**src/rtl/pipe_regfile_pkg.sv**
```systemverilog
// Shared definitions for the pipelined register file:
// clear-FSM state encoding and default geometry.
package rf_defs;

    typedef enum logic {
        IDLE  = 1'b0,
        CLEAR = 1'b1
    } clr_state_e;

    localparam int DEF_DATA_W = 8;
    localparam int DEF_ADDR_W = 4;

endpackage

```
**src/rtl/rf_clear_fsm.sv**
```systemverilog
// Sequential flush controller: walks every register index once, one per cycle,
// and reports the index being cleared to the storage owner.
module rf_clear_fsm
    import rf_defs::*;
#(
    parameter int ADDR_W = DEF_ADDR_W
) (
    input  logic              clk,
    input  logic              rst,
    input  logic              clr_req,
    output logic              clr_we,
    output logic [ADDR_W-1:0] clr_addr,
    output logic              in_clear,
    output logic              clr_busy
);

    clr_state_e        state;
    clr_state_e        state_next;
    logic [ADDR_W-1:0] clr_idx;
    logic [ADDR_W-1:0] clr_idx_next;
    logic              busy_next;

    // NOTE: sequential state uses non-blocking (<=) so every flop samples pre-edge values.
    always_ff @(posedge clk) begin
        if (!rst) begin
            state    <= IDLE;
            clr_idx  <= '0;
            clr_busy <= 1'b0;
        end else begin
            state    <= state_next;
            clr_idx  <= clr_idx_next;
            clr_busy <= busy_next;
        end
    end

    // NOTE: every output of this block gets a default first, so no latch is inferred.
    always_comb begin
        state_next   = state;
        clr_idx_next = clr_idx;
        busy_next    = clr_busy;
        unique case (state)
            IDLE: begin
                if (clr_req) begin
                    state_next   = CLEAR;
                    clr_idx_next = '0;
                    busy_next    = 1'b1;
                end
            end
            CLEAR: begin
                clr_idx_next = clr_idx + 1'b1;
                if (&clr_idx) begin
                    state_next = IDLE;
                    busy_next  = 1'b0;
                end
            end
            default: state_next = IDLE;
        endcase
    end

    assign in_clear = (state == CLEAR);
    assign clr_we   = in_clear;
    assign clr_addr = clr_idx;

endmodule

```
**src/rtl/pipe_regfile.sv**
```systemverilog
// NREGS x DATA_W register file with two async read ports, write-to-read forwarding,
// a per-register pending scoreboard and a sequential clear engine.
module pipe_regfile
    import rf_defs::*;
#(
    parameter int DATA_W  = DEF_DATA_W,
    parameter int ADDR_W  = DEF_ADDR_W,
    parameter int ZERO_R0 = 0
) (
    input  logic              clk,
    input  logic              rst,
    input  logic              wrt,
    input  logic [ADDR_W-1:0] waddr,
    input  logic [DATA_W-1:0] wdata,
    input  logic [ADDR_W-1:0] raddr0,
    input  logic [ADDR_W-1:0] raddr1,
    output logic [DATA_W-1:0] rdata0,
    output logic [DATA_W-1:0] rdata1,
    input  logic              rsv,
    input  logic [ADDR_W-1:0] rsv_addr,
    output logic              pend0,
    output logic              pend1,
    input  logic              clr_req,
    output logic              clr_busy
);

    localparam int NREGS = 1 << ADDR_W;

    logic [DATA_W-1:0] regs [NREGS];
    logic [NREGS-1:0]  pending;

    logic              clr_we;
    logic [ADDR_W-1:0] clr_addr;
    logic              in_clear;
    logic              wr_ok;
    logic              rsv_ok;

    rf_clear_fsm #(.ADDR_W(ADDR_W)) u_clear_fsm (
        .clk      (clk),
        .rst      (rst),
        .clr_req  (clr_req),
        .clr_we   (clr_we),
        .clr_addr (clr_addr),
        .in_clear (in_clear),
        .clr_busy (clr_busy)
    );

    always_comb begin
        wr_ok  = wrt && !in_clear && !(ZERO_R0 != 0 && waddr == '0);
        rsv_ok = rsv && !in_clear && !(ZERO_R0 != 0 && rsv_addr == '0);
    end

    // NOTE: the array is small and must read 0 after reset, so it is reset explicitly (no RAM inference).
    always_ff @(posedge clk) begin
        if (!rst) begin
            for (int i = 0; i < NREGS; i++) regs[i] <= '0;
            pending <= '0;
        end else if (clr_we) begin
            regs[clr_addr]    <= '0;
            pending[clr_addr] <= 1'b0;
        end else begin
            if (wr_ok) begin
                regs[waddr]    <= wdata;
                pending[waddr] <= 1'b0;
            end
            // Issued after the write so a same-address reserve marks a new producer.
            if (rsv_ok) pending[rsv_addr] <= 1'b1;
        end
    end

    function automatic logic [DATA_W-1:0] read_data(input logic [ADDR_W-1:0] addr);
        if (ZERO_R0 != 0 && addr == '0) return '0;
        if (wrt && !in_clear && waddr == addr) return wdata;
        return regs[addr];
    endfunction

    function automatic logic pend_of(input logic [ADDR_W-1:0] addr);
        if (ZERO_R0 != 0 && addr == '0) return 1'b0;
        return pending[addr] & ~(wrt && waddr == addr);
    endfunction

    always_comb begin
        rdata0 = read_data(raddr0);
        rdata1 = read_data(raddr1);
        pend0  = pend_of(raddr0);
        pend1  = pend_of(raddr1);
    end

endmodule

```
**config.mk**
```make
export PLATFORM = sky130hd
export DESIGN_NAME = pipe_regfile
export DESIGN_NICKNAME = d
export VERILOG_FILES = /design/src/rtl/pipe_regfile_pkg.sv /design/src/rtl/rf_clear_fsm.sv /design/src/rtl/pipe_regfile.sv
export SDC_FILE = /design/constraint.sdc
export NUM_CORES = 1
export LEC_CHECK = 0
export BUFFER_PORTS_ARGS = -buffer_cell sky130_fd_sc_hd__buf_4
export CAP_MARGIN = 20
export CORE_ASPECT_RATIO = 1.75
export CORE_MARGIN = 2
export CORE_UTILIZATION = 45
export DETAILED_ROUTE_END_ITERATION = 8
export SETUP_SLACK_MARGIN = 0.02
export SLEW_MARGIN = 10
export SYNTH_ARGS = -nofsm -noshare
export SYNTH_HDL_FRONTEND = slang
export SYNTH_SLANG_ARGS = --single-unit
export TNS_END_PERCENT = 50
```
**constraint.sdc**
```tcl
create_clock -name clk -period 4.6 [get_ports clk]
set_input_delay 0.23 -clock clk [delete_from_list [all_inputs] [get_ports clk]]
set_output_delay 0.23 -clock clk [all_outputs]
set_load 0.1 [all_outputs]
```
**Word level (Yosys, flattened, before mapping)**

Memory sizes are Yosys's and may differ from the RTL's.
Cells that the tools add are included.
W data, S select, Z words.

- Equality and inequality tests: 4
- Bitwise operators: 10
- Reductions and logical operators: 14
- Add/subtract/negate cells: 1
- Multiplexer cells: 43
- Order comparisons: 8

Operators by type and width:

| kind | count |
|---|---|
| $mux W16 | 5 |
| $mux W8 | 6 |
| $and A16 B16 Y16 | 2 |
| $not A16 Y16 | 2 |
| $lt A4 B5 Y1 const B | 5 |
| $mux W1 | 21 |
| $or A16 B16 Y16 | 1 |
| $reduce_or A8 Y1 | 2 |
| $demux W1 S4 | 3 |
| $ge A4 B1 Y1 const B | 3 |
| $mux W4 | 3 |
| $logic_and A1 B1 Y1 | 9 |
| $bmux W1 S4 | 2 |
| $eq A4 B4 Y1 | 2 |
| $pmux W4 S2 | 1 |
| $add A4 B1 Y4 const B | 1 |
| $ne A2 B2 Y1 const B | 2 |
| $pmux W1 S2 | 2 |
| $reduce_and A4 Y1 | 1 |
| $not A1 Y1 | 3 |
| $and A1 B1 Y1 | 2 |
| $reduce_and A2 Y1 | 1 |
| $logic_not A1 Y1 | 1 |

- Output and inout port bits: 19
- Word-level logic and storage cells: 85
- Bits in writable memories: 128
- Flip-flop bits (word level): 22
- Memories kept: 1
- Bits of input ports: 29

Memories:

| name | depth | width | read ports | clocked after memory_dff | write ports | line | RTL |
|---|---|---|---|---|---|---|---|
| regs | 16 | 8 | 2 | 0 | 16 | pipe_regfile.sv:29 | `logic [DATA_W-1:0] regs [NREGS];` |

**Depth between registers and ports, before layout**

Gate-level depths: netlist of run 1.

- Word-level depth: 12
- Gate-level depth with buffers: 7
- Gate-level depth less buffers: 5

**Hierarchy**

A second synthesis of run 1 with hierarchy kept.

- Cell total of the unflattened synthesis: 674
- Area, all modules: 8720.9 um2

By module, submodules not included:

| module | area an instance (um2) | times used | sequential area each (um2) | cells an instance |
|---|---|---|---|---|
| pipe_regfile | 8441.8 | 1 | 4164.0 | 643 |
| rf_clear_fsm | 279.0 | 1 | 120.1 | 31 |

**Least setup slack after synthesis of run 1**

Ideal clock, no wire load.

- Kind: in2out
- Start: input port raddr0[0]
- End: output port pend0
- Stages: 5
- Required time: 4370 ps
- Path slack: 925 ps
- Buffers on the path: 2
- Arrival time: 3445 ps
- Path through: buf_2 > buf_2 > mux4_2 > nand2_1 > a311oi_1

- Cells in the longest elaborated chain, start to end: 4
- Elaborated cells on any way between the ends: 6
- Classes of those cells: eq/ne: 1; mux: 2; bitwise: 2; reduce/logical: 1

RTL lines:

| item | line | RTL |
|---|---|---|
| start, declared | pipe_regfile.sv:15 | `input logic [ADDR_W-1:0] raddr0,` |
| branches (longest 3 deep; another with $bmux W1 S4) | -- |  |
| $and A1 B1 Y1 (*) | pipe_regfile.sv:79 | `return pending[addr] & ~(wrt && waddr == addr);` |
| end, declared | pipe_regfile.sv:21 | `output logic pend0,` |

Mark *: on every way between the ends. The select of a mux whose other input is x is not followed.

==> impl_results.md, run 1 <==
- Synthesis Warnings: 0
- Hold worst-path end: u_clear_fsm.clr_addr[1]$_SDFFE_PN0P_
- Total congestion overflow: 0
- Number of buffers created by CTS: 17
- Commonest register cell after synthesis: sky130_fd_sc_hd__edfxtp_1
- Hold-critical path depth: 4
- Number of synthesized register bits: 150
- Worst slew slack as a fraction of its limit: 0.262
- Launch point of the critical path: u_clear_fsm.clr_we$_SDFF_PN0_
- Clk_lat worst skew: around 440 ps
- Antenna violations before repair: 1
- Max Buffers Root-to-Sink: 2
- CTS tree: done
- Number of vias per cell after detailed routing: 6.82
- Synthesized Nets: 692
- Setup repair after global routing missed its margin: false
- Total of hold buffers inserted after clock tree synthesis: 0
- Register-to-register setup slack: ~1300 ps
- Minimum hold slack: 138 ps
- Worst setup slack after layout: 1320 ps
- Initial DRC Count: 934
- Vias after detailed routing: ~6300
- Portion of the clock cycle consumed by the worst path in the final layout: 0.712
- Utilization after layout: 0.514
- Endpoints failing setup: 0
- Worst clock skew: 8.69 ps
- Worst Path Required: approximately 4700 ps
- Hold Path Origin: clr_req
- Number of gates resized after cts: 0
- Top achievable clock speed: slightly above 0.3 GHz
- Instance area at placement: 8990 um2
- Number of standard-cell rows in the floorplan: between 60 and 70
- Synth async-reset ratio: 0
- Die Ht: 187 um
- Crit path arrival time: 3380 ps
- Wire length of the first global-routing pass: 41200 um
- Most frequent cells in the layout: sky130_fd_sc_hd__nor2_1, sky130_fd_sc_hd__edfxtp_1, sky130_fd_sc_hd__mux4_2, sky130_fd_sc_hd__nand2_1, sky130_fd_sc_hd__buf_4
- Clock slew seen by the registers of the worst setup and hold paths: ~60 ps
- Initial DRT Pass Iterations: 7
- Routability-driven placement congestion ratio: 0.924
- Count of unresolved DRC violations after routing: 0
- Leakage power summed over all cells: 3.40 nW
- Cells after DPL: 895
- Routed WL per cell: just over 30 um
- Final cell count without fillers: 927
- Overall power: 3.64 mW
- Run status: complete, no violations
- Starting Density: 0.459
- Max capacitance violation total: 0
- Largest net degree at the start of global routing: 42
- Share of the yosys chip area belonging to registers: 0.500
- Path type of the worst setup path: flop to flop
- Number of H-tree levels: 4
- Shortest period the worst path allows: 3280 ps
- Number of input and output port buffers inserted: 47
- Largest driver fanout on the critical path: 32
- Depth of the worst register-to-register path: 5
- Synth Cell Area: 8570 um2
- Core outline area: 18700 um2
- Worst hold path class: input port to flop
- Number of flops mapped to enable cells by yosys: 128
- Total non-filler cell area in the finished layout: 9600 um2
- Number of instances in the synthesized netlist: around 660
- Setup WS pre-CTS: 1280 ps
- Total die area: 20200 um2
- Number of nets at the end of the flow: ~710
- Root Buffer: sky130_fd_sc_hd__clkbuf_16
- Fraction of layout instances using a drive strength above 1: 0.260
- Worst reg2reg path startpoint: u_clear_fsm.clr_we$_SDFF_PN0_
- Total Routing Usage GR: 0.292
- Most common library cell in the layout ignoring fill and taps: sky130_fd_sc_hd__nor2_1
- Final antenna diode count: 0
- Highest ir drop seen on vdd: between 200 and 300 uV
- Number of global-route vias before repair: 6261
- Worst r2r dst: regs[2][1]$_SDFFCE_PN0P_
- Power density over cell area: between 300 and 400 nW/um2
- List of cells traversed by the critical path: buf_4 > and3b_1 > mux2i_2 > nand4_2 > nand2_1
- Slew at the pin closest to its max-slew limit: between 1000 and 1500 ps
- Hold Vio Cnt, Final: 0
- Post-detailed-route count of antenna-violating nets: 0
- Highest-delay cell along the critical path: sky130_fd_sc_hd__mux2i_2
- Delay contributed by the slowest stage of the critical path: 850 ps
- Clock Sinks: 150
- Signed area change from the synthesized netlist to the final layout: 12.0%
- Type of destination of the critical path: flop
- Num ports: 48
- Sum of routed wire length over all layers: 28200 um
- Count of unique library cells instantiated by Yosys: 48
- Number of pins exceeding their max-slew limit in the final report: 0
- Setup TNS Final: 0 ps
- DP Wirelength: 20100 um
- Number of post-CTS setup repair buffers: 0
- Type of origin of the critical path: flop
- Die outline width: about 110 um
- Post-Syn Area per Cell: around 13 um2
-- worst max-delay path by stage --
| stage | endpoint | cells past startpoint | slack, ps |
|---|---|---|---|
| 2_1_floorplan | pend0 | 5 | 930 |
| 3_3_place_gp | regs[3][3]$_SDFFCE_PN0P_ | 5 | 1420 |
| 3_5_place_dp | regs[3][6]$_SDFFCE_PN0P_ | 5 | 1280 |
| 4_1_cts | regs[0][4]$_SDFFCE_PN0P_ | 5 | 1390 |
| 5_1_grt | regs[2][2]$_SDFFCE_PN0P_ | 5 | 1190 |
| 6_report | regs[2][1]$_SDFFCE_PN0P_ | 5 | 1320 |
-- flip-flops by register name (all words and copies together), names as in the netlist --
signal                cells
regs                    128
u_clear_fsm.clr_we        1
u_clear_fsm.clr_addr      4
u_clear_fsm.clr_busy      1
pending                  16
-- logic make-up after synthesis --
family                   Yosys count  share of synthesized area
XOR/XNOR                           8                    0.00817
multiplexers                     137                      0.266
buffers and inverters             58                     0.0324
flip-flops                       150                      0.500
AO/OA/AOI/OAI                     58                     0.0512
AND/OR/NAND/NOR                  244                      0.137
adder cells (fa/ha/maj)            4                    0.00584
-- synthesized netlist by cell type, types with 2 or more instances --
| cell type | n | share of area |
|---|---|---|
| sky130_fd_sc_hd__mux2i_4 | 2 | 0.0053 |
| sky130_fd_sc_hd__or2_2 | 2 | 0.0015 |
| sky130_fd_sc_hd__mux2_2 | 19 | 0.025 |
| sky130_fd_sc_hd__nand3_1 | 2 | 0.0012 |
| sky130_fd_sc_hd__and3b_1 | 3 | 0.0031 |
| sky130_fd_sc_hd__a31oi_1 | 2 | 0.0015 |
| sky130_fd_sc_hd__o22ai_1 | 3 | 0.0022 |
| sky130_fd_sc_hd__a21boi_0 | 17 | 0.015 |
| sky130_fd_sc_hd__or3_1 | 2 | 0.0015 |
| sky130_fd_sc_hd__a221oi_1 | 3 | 0.0031 |
| sky130_fd_sc_hd__nor4bb_1 | 2 | 0.0023 |
| sky130_fd_sc_hd__clkbuf_1 | 22 | 0.0096 |
| sky130_fd_sc_hd__o21ai_0 | 4 | 0.0023 |
| sky130_fd_sc_hd__inv_1 | 6 | 0.0026 |
| sky130_fd_sc_hd__nor2_1 | 133 | 0.058 |
| sky130_fd_sc_hd__mux4_2 | 63 | 0.17 |
| sky130_fd_sc_hd__nand2b_1 | 4 | 0.0029 |
| sky130_fd_sc_hd__nand4_2 | 14 | 0.020 |
| sky130_fd_sc_hd__edfxtp_1 | 128 | 0.45 |
| sky130_fd_sc_hd__nor3_1 | 4 | 0.0023 |
| sky130_fd_sc_hd__dfxtp_1 | 22 | 0.051 |
| sky130_fd_sc_hd__buf_2 | 21 | 0.012 |
| sky130_fd_sc_hd__mux4_1 | 4 | 0.012 |
| sky130_fd_sc_hd__xor2_1 | 4 | 0.0041 |
| sky130_fd_sc_hd__buf_4 | 3 | 0.0026 |
| sky130_fd_sc_hd__buf_6 | 3 | 0.0039 |
| sky130_fd_sc_hd__nor2b_1 | 11 | 0.0080 |
| sky130_fd_sc_hd__o221ai_1 | 15 | 0.015 |
| sky130_fd_sc_hd__buf_1 | 2 | 0.00088 |
| sky130_fd_sc_hd__a21oi_1 | 5 | 0.0029 |
| sky130_fd_sc_hd__nand4_1 | 4 | 0.0029 |
| sky130_fd_sc_hd__mux2i_1 | 48 | 0.056 |
| sky130_fd_sc_hd__xnor2_1 | 4 | 0.0041 |
| sky130_fd_sc_hd__ha_1 | 4 | 0.0058 |
| sky130_fd_sc_hd__nor3b_1 | 4 | 0.0035 |
| sky130_fd_sc_hd__a211oi_1 | 2 | 0.0018 |
| sky130_fd_sc_hd__nand3b_1 | 4 | 0.0035 |
| sky130_fd_sc_hd__a221o_1 | 3 | 0.0035 |
| sky130_fd_sc_hd__nand2_1 | 52 | 0.023 |
-- layer usage --
metal  global-route usage  vias up  share of wire
met5                    0        -        0.00046
met2                0.478      479           0.50
li1                     -     2571              -
met3               0.0562      144          0.088
met4                0.192        2          0.077
met1                0.345     3127           0.33
-- layout make-up --
class	instances	area (um2)
well taps	238	298
repair buffers	49	368
fillers	1604	9060
inverters	7	26.3
multi-input cells	451	4010
clock buffers	20	437
flip-flops and latches	150	4280
clock inverters	12	178
-- power by group --
part | internal (mW) | leakage, nW | total [mW] | switching [mW]
Sequential | 1.52 | 1.50 | 1.57 | 0.0481
Clock | 0.908 | 0.288 | 1.48 | 0.570
Combinational | 0.189 | 1.61 | 0.588 | 0.399
Total | 2.62 | 3.40 | 3.64 | 1.02
-- critical path: cells and delay by family (launching register included) --
family,cells,cell delay (ps)
DFF,1,300
buffers and inverters,1,220
and+or+nand+nor,3,1550
muxes,1,850
Note: power is estimated with default switching activity, not from simulation.
==> run 2, diff against run 1 <==
- ABC_AREA: default -> 1
- clock period: 4.6 -> 2.9 ns (I/O delays scaled with it)
==> impl_results.md, run 2 <==
- Run status: finished with violations
- Failing checks: design-rule violations
- Synth area leaders: sky130_fd_sc_hd__edfxtp_1, sky130_fd_sc_hd__nand2_1, sky130_fd_sc_hd__nand3_1
- Total non-filler cell area in the finished layout: approximately 11000 um2
- Switching Fraction: 0.308
- Leakage power summed over all cells: 4.66 nW
- Signed area change from the synthesized netlist to the final layout: 12.9%
- Power dissipated by switching net loads: 1.79 mW
- Starting Density: 0.458
- Routability-driven placement congestion ratio: 0.917
- Proportion of power drawn by flip-flops and latches: 0.421
- Clock Sinks: 150
- Clk_lat worst skew: 450 ps
- Instance area at placement: 9960 um2
- Most frequent cells in the layout: sky130_fd_sc_hd__nand2_1, sky130_fd_sc_hd__nand3_1, sky130_fd_sc_hd__inv_1, sky130_fd_sc_hd__nor2_1, sky130_fd_sc_hd__edfxtp_1
- Worst hold path class: input port to flop
- Hold Vio Cnt, Final: 0
- Worst setup slack after layout: ~590 ps
- Cell taking the most area after synthesis: sky130_fd_sc_hd__edfxtp_1
- CTS tree: done
- Share of the synthesized area in the top cell type: 0.411
- Total area of multi-input combinational cells: 4140 um2
- Number of synthesized register bits: 150
- Total congestion overflow: 0
- Number of nets at the end of the flow: about 1400
- Total Routing Usage GR: 0.310
- Slew at the pin closest to its max-slew limit: 724 ps
- Combined flip-flop and latch cell area: 4280 um2
- Leading post-synthesis cells by instance count: sky130_fd_sc_hd__nand2_1, sky130_fd_sc_hd__nand3_1, sky130_fd_sc_hd__inv_1
- Number of pins exceeding their max-slew limit in the final report: 0
- Total die area: 22000 um2
- Number of instances in the synthesized netlist: 1306
- Shortest period the worst path allows: 2310 ps
- Worst Path Required: 2760 ps
- Number of post-CTS setup repair buffers: 0
- Portion of the clock cycle consumed by the worst path in the final layout: 0.798
- Count of unique library cells instantiated by Yosys: 27
- Synth Cell Area: 9340 um2
- Power density over cell area: roughly 550 nW/um2
- Minimum hold slack: between 20 and 25 ps
- Worst clock skew: 8.13 ps
- Setup WS pre-CTS: between 600 and 700 ps
- Post-detailed-route count of antenna-violating nets: 0
- Endpoints failing setup: 0
- Most frequent cell after synthesis: sky130_fd_sc_hd__nand2_1
- Termination of the worst setup path: rdata0[4]
- Largest register by flop count: regs
- Vias after detailed routing: around 9000
- Number of buffers created by CTS: 17
- Final antenna diode count: 0
- Wire length of the first global-routing pass: 50500 um
- Power share of the clock group: 0.382
- Fraction of layout instances using a drive strength above 1: 0.107
- Worst r2r dst: regs[10][5]$_SDFFCE_PN0P_
- Worst slew slack as a fraction of its limit: 0.514
- Post-Syn Area per Cell: ~7.2 um2
- Most common library cell in the layout ignoring fill and taps: sky130_fd_sc_hd__nand2_1
- Setup TNS Final: 0 ps
- Register-to-register setup slack: 640 ps
- Crit path arrival time: 2170 ps
- Total of hold buffers inserted after clock tree synthesis: 0
- Type of destination of the critical path: output port
- Count of unresolved DRC violations after routing: 2
- Antenna violations before repair: 0
- Comb power frac: 0.198
- Number of global-route vias before repair: 8746
- Synth async-reset ratio: 0
- Largest register FFs: 128
- Max Buffers Root-to-Sink: 2
- Number of gates resized after cts: 0
- Num ports: 48
- Number of vias per cell after detailed routing: 5.67
- Initial DRC Count: between 800 and 900
- Number of H-tree levels: 4
- Largest driver fanout on the critical path: 19
- Number of flops mapped to enable cells by yosys: 128
- Root Buffer: sky130_fd_sc_hd__clkbuf_16
- Number of standard-cell rows in the floorplan: between 60 and 70
- Initial DRT Pass Iterations: 7
- Clock slew seen by the registers of the worst setup and hold paths: approximately 60 ps
- Synthesized Nets: 1339
- Top achievable clock speed: between 0.4 and 0.5 GHz
- Die outline width: between 100 and 150 um
- Setup repair after global routing missed its margin: false
- Internal power consumption: 4.02 mW
- Filler cell count: roughly 2000
- DP Wirelength: 23800 um
- Worst reg2reg path startpoint: u_clear_fsm.clr_we$_SDFF_PN0_
- Launch point of the critical path: raddr0[2]
- Share of the yosys chip area belonging to registers: 0.459
- Depth of the worst register-to-register path: 6
- Routed WL per cell: 20.7 um
- Sum of routed wire length over all layers: about 33000 um
- Max capacitance violation total: 0
- Largest net degree at the start of global routing: 80
- Core outline area: 20400 um2
- Type of origin of the critical path: input port
- Path type of the worst setup path: input port to output port
- Die Ht: between 150 and 200 um
- Highest ir drop seen on vdd: 548 uV
- Synthesis Warnings: 0
- Commonest register cell after synthesis: sky130_fd_sc_hd__edfxtp_1
- Number of input and output port buffers inserted: 47
==> run 2: cell count changes after synthesis, sizes merged, moves of 8 or more <==
cell and delta:
mux2 -19, nor2b -11, clkbuf +18, mux4 -67
inv +159, nor3 +8, o221ai -9, nand3 +241
nand2 +370, mux2i -51, o211ai +22, nor2 +25
a21oi +18, a21boi -17
==> run 2: cell families after synthesis <==
| family | Yosys count | synth area share |
|---|---|---|
| AOI/OAI and AO/OA | 57 | 0.0406 |
| xor gates and xnor gates | 4 | 0.00375 |
| adders and majority gates | 4 | 0.00536 |
| buffers and inverters | 239 | 0.0983 |
| DFF | 150 | 0.459 |
| and+or+nand+nor | 852 | 0.393 |
==> run 2: cell type report <==
class	count	share of cell area
Clock buffer	17	0.0403
Sequential cell	150	0.406
Multi-Input combinational cell	917	0.392
Inverter	170	0.0605
Timing Repair Buffer	75	0.0558
Tap cell	248	0.0294
Clock inverter	15	0.0154
==> run 2: worst min-delay path by stage <==
stage | startpoint | endpoint | slack [ps] | cells past startpoint
detailed placement | pending[8]$_SDFF_PN0_ | pending[8]$_SDFF_PN0_ | 480 | 2
global route | clr_req | u_clear_fsm.clr_addr[1]$_SDFFE_PN0P_ | 40 | 4
global placement | pending[0]$_SDFF_PN0_ | pending[0]$_SDFF_PN0_ | 470 | 2
finish | clr_req | u_clear_fsm.clr_addr[1]$_SDFFE_PN0P_ | 20 | 4
floorplan | clr_req | u_clear_fsm.clr_addr[1]$_SDFFE_PN0P_ | 330 | 3
CTS | clr_req | u_clear_fsm.clr_addr[1]$_SDFFE_PN0P_ | 10 | 4
==> run 2: power groups by stage <==
stage	clock network, mW	registers (mW)	logic (mW)
after floorplan	0	2.48	0.778
after global placement	0	2.49	1.13
after detailed placement	0	2.49	1.13
after CTS	2.24	2.44	1.14
after global routing	2.31	2.45	1.23
final	2.22	2.44	1.15
==> run 2: per-layer routing <==
metal / GRT usage / part of all wire / vias up
met5: 0 / 0 / -
met4: 0.215 / 0.077 / 0
met3: 0.0402 / 0.056 / 129
met2: 0.542 / 0.51 / 429
met1: 0.346 / 0.35 / 4191
li1: - / - / 4278
==> run 2: stage by stage <==
stage | util | power (mW) | cells
final | 0.518 | 5.81 | 1592
after global routing | 0.518 | 5.99 | 1592
after CTS | 0.518 | 5.82 | 1592
after detailed placement | 0.489 | 3.62 | 1560
after global placement | 0.489 | 3.62 | 1560
after floorplan | - | 3.26 | 1306
==> run 2: worst max-delay path: stages <==
cell	delay (ps)
sky130_fd_sc_hd__buf_4	200
sky130_fd_sc_hd__inv_2	370
sky130_fd_sc_hd__nor2_1	90
sky130_fd_sc_hd__nor3_2	550
sky130_fd_sc_hd__nand3_2	290
sky130_fd_sc_hd__nand2_1	200
sky130_fd_sc_hd__nand2_1	70
sky130_fd_sc_hd__buf_4	230
==> run 3, diff against run 2 <==
- ABC_AREA: 1 -> 0
- clock period: 2.9 -> 2.11 ns (I/O delays scaled with it)
==> impl_results.md, run 3 (synthesized netlist as in run 1, its figures left out) <==
- Total congestion overflow: 0
- Clock slew seen by the registers of the worst setup and hold paths: 60 ps
- Worst slew slack as a fraction of its limit: 0.507
- Top achievable clock speed: around 0.44 GHz
- Largest register FFs: 128
- Worst clock skew: 5.37 ps
- Clk_lat worst skew: 430 ps
- Largest driver fanout on the critical path: 2
- Initial DRT Pass Iterations: 5
- Endpoints failing setup: 15
- Most common library cell in the layout ignoring fill and taps: sky130_fd_sc_hd__nor2_1
- Cells after DPL: between 900 and 1000
- Worst Path Required: 2000 ps
- Worst setup slack after layout: -169 ps
- Number of standard-cell rows in the floorplan: between 60 and 70
- Post-detailed-route count of antenna-violating nets: 0
- Clock Sinks: 150
- Routability-driven placement congestion ratio: between 0.9 and 1
- Vias after detailed routing: 6196
- Number of nets at the end of the flow: 765
- Total non-filler cell area in the finished layout: 10500 um2
- Initial DRC Count: slightly above 500
- CTS tree: done
- Portion of the clock cycle consumed by the worst path in the final layout: 1.08
- Highest-delay cell along the critical path: sky130_fd_sc_hd__mux4_2
- Shortest period the worst path allows: around 2300 ps
- Path type of the worst setup path: flop to output port
- Total Routing Usage GR: 0.275
- Met3 routed WL: 1330 um
- Minimum hold slack: 29.1 ps
- Starting Density: 0.459
- DP Wirelength: 19900 um
- Core outline area: 18700 um2
- Number of buffers created by CTS: 17
- Largest net degree at the start of global routing: about 40
- Antenna violations before repair: 0
- Failing checks: negative setup slack
- Count of unresolved DRC violations after routing: 0
- Number of vias per cell after detailed routing: 6.30
- Most frequent cells in the layout: sky130_fd_sc_hd__nor2_1, sky130_fd_sc_hd__edfxtp_1, sky130_fd_sc_hd__buf_4, sky130_fd_sc_hd__mux4_2, sky130_fd_sc_hd__mux2i_1
- Total die area: about 20000 um2
- Wire length of the first global-routing pass: 39500 um
- Die outline width: 108 um
- Filler cell count: 1545
- Hold Vio Cnt, Final: 0
- Instance area at placement: 9470 um2
- Depth of the worst register-to-register path: 6
- Combined flip-flop and latch cell area: 4290 um2
- Setup repair after global routing missed its margin: true
- Met2 layer wire length in the routed design: 14700 um
- Run status: finished with violations
- Leakage power summed over all cells: 3.84 nW
- Num ports: 48
- Highest ir drop seen on vdd: 618 uV
- Signed area change from the synthesized netlist to the final layout: 22.6%
- Number of H-tree levels: 4
- Hold-critical path depth: 4
- Highest layer used for signal routing: met4
- Total area of multi-input combinational cells: 4240 um2
- Worst hold path class: input port to flop
- Routed WL per cell: between 20 and 30 um
- List of cells traversed by the critical path: mux4_2 > mux2i_4 > o22ai_2 > mux2_4 > buf_12
- Final cell count without fillers: 983
- Die Ht: 187 um
- Crit path arrival time: 2170 ps
- Root Buffer: sky130_fd_sc_hd__clkbuf_16
- Utilization after layout: 0.563
- Delay contributed by the slowest stage of the critical path: 520 ps
- Slew at the pin closest to its max-slew limit: around 730 ps
- Largest register by flop count: regs
- Number of global-route vias before repair: between 6000 and 7000
- Type of origin of the critical path: flop
- Number of pins exceeding their max-slew limit in the final report: 0
- Type of destination of the critical path: output port
- Fraction of layout instances using a drive strength above 1: 0.362
- Number of input and output port buffers inserted: between 40 and 50
- Max Buffers Root-to-Sink: 2
- Power density over cell area: 761 nW/um2
- Sum of routed wire length over all layers: 26700 um
- Max capacitance violation total: 0
- Overall power: 8.00 mW
- Routed length on met1: 8650 um
- Final antenna diode count: 0
-- run 3: worst max-delay path: cells and delay by family, from the launching register on --
family / cells / cell delay (ps)
DFF: 1 / 450
buffers and inverters: 1 / 170
muxes: 3 / 1000
AOI/OAI and AO/OA: 1 / 110
-- run 3: worst paths after layout --
| check | startpoint | endpoint | slack, ps |
|---|---|---|---|
| setup / recovery | regs[0][7]$_SDFFCE_PN0P_ | rdata0[7] | -170 |
| hold / removal | clr_req | u_clear_fsm.clr_addr[1]$_SDFFE_PN0P_ | 30 |
| setup reg to reg | u_clear_fsm.clr_we$_SDFF_PN0_ | regs[3][6]$_SDFFCE_PN0P_ | 130 |
| hold reg to reg | pending[12]$_SDFF_PN0_ | pending[12]$_SDFF_PN0_ | 500 |
-- run 3: timing repair --
action                     in CTS  in global routing
hold buffers                    0                  0
buffers inserted                3                  6
setup endpoints to repair      51                114
gates resized for setup        78                 29
pin swaps                       1                  5
-- run 3: per-stage QoR --
stage,setup slack (ps),TNS (ps)
floorplan,-236,-499
global placement,19.4,0
detailed placement,-25.3,-241
CTS,-181,-2050
global route,-242,-2770
finish,-169,-1950
-- run 3: where the power goes --
part	total, mW	internal [mW]	leakage (nW)	switching [mW]
Combinational	1.56	0.634	2.07	0.923
Clock	3.03	1.75	0.270	1.29
Sequential	3.41	3.32	1.50	0.0875
Total	8.00	5.70	3.84	2.30
-- run 3: final cells by class --
| type | instances | share of cell area |
|---|---|---|
| Timing Repair Buffer | 105 | 0.103 |
| Multi-Input combinational cell | 451 | 0.403 |
| Clock inverter | 14 | 0.0142 |
| Clock buffer | 18 | 0.0408 |
| Inverter | 7 | 0.00250 |
| Tap cell | 238 | 0.0283 |
| Sequential cell | 150 | 0.408 |
-- run 3: routing by layer --
| layer | GRT usage | vias to the layer above |
|---|---|---|
| li1 | - | 2681 |
| met1 | 0.271 | 3110 |
| met2 | 0.502 | 293 |
| met3 | 0.0559 | 112 |
| met4 | 0.183 | 0 |
| met5 | 0 | - |
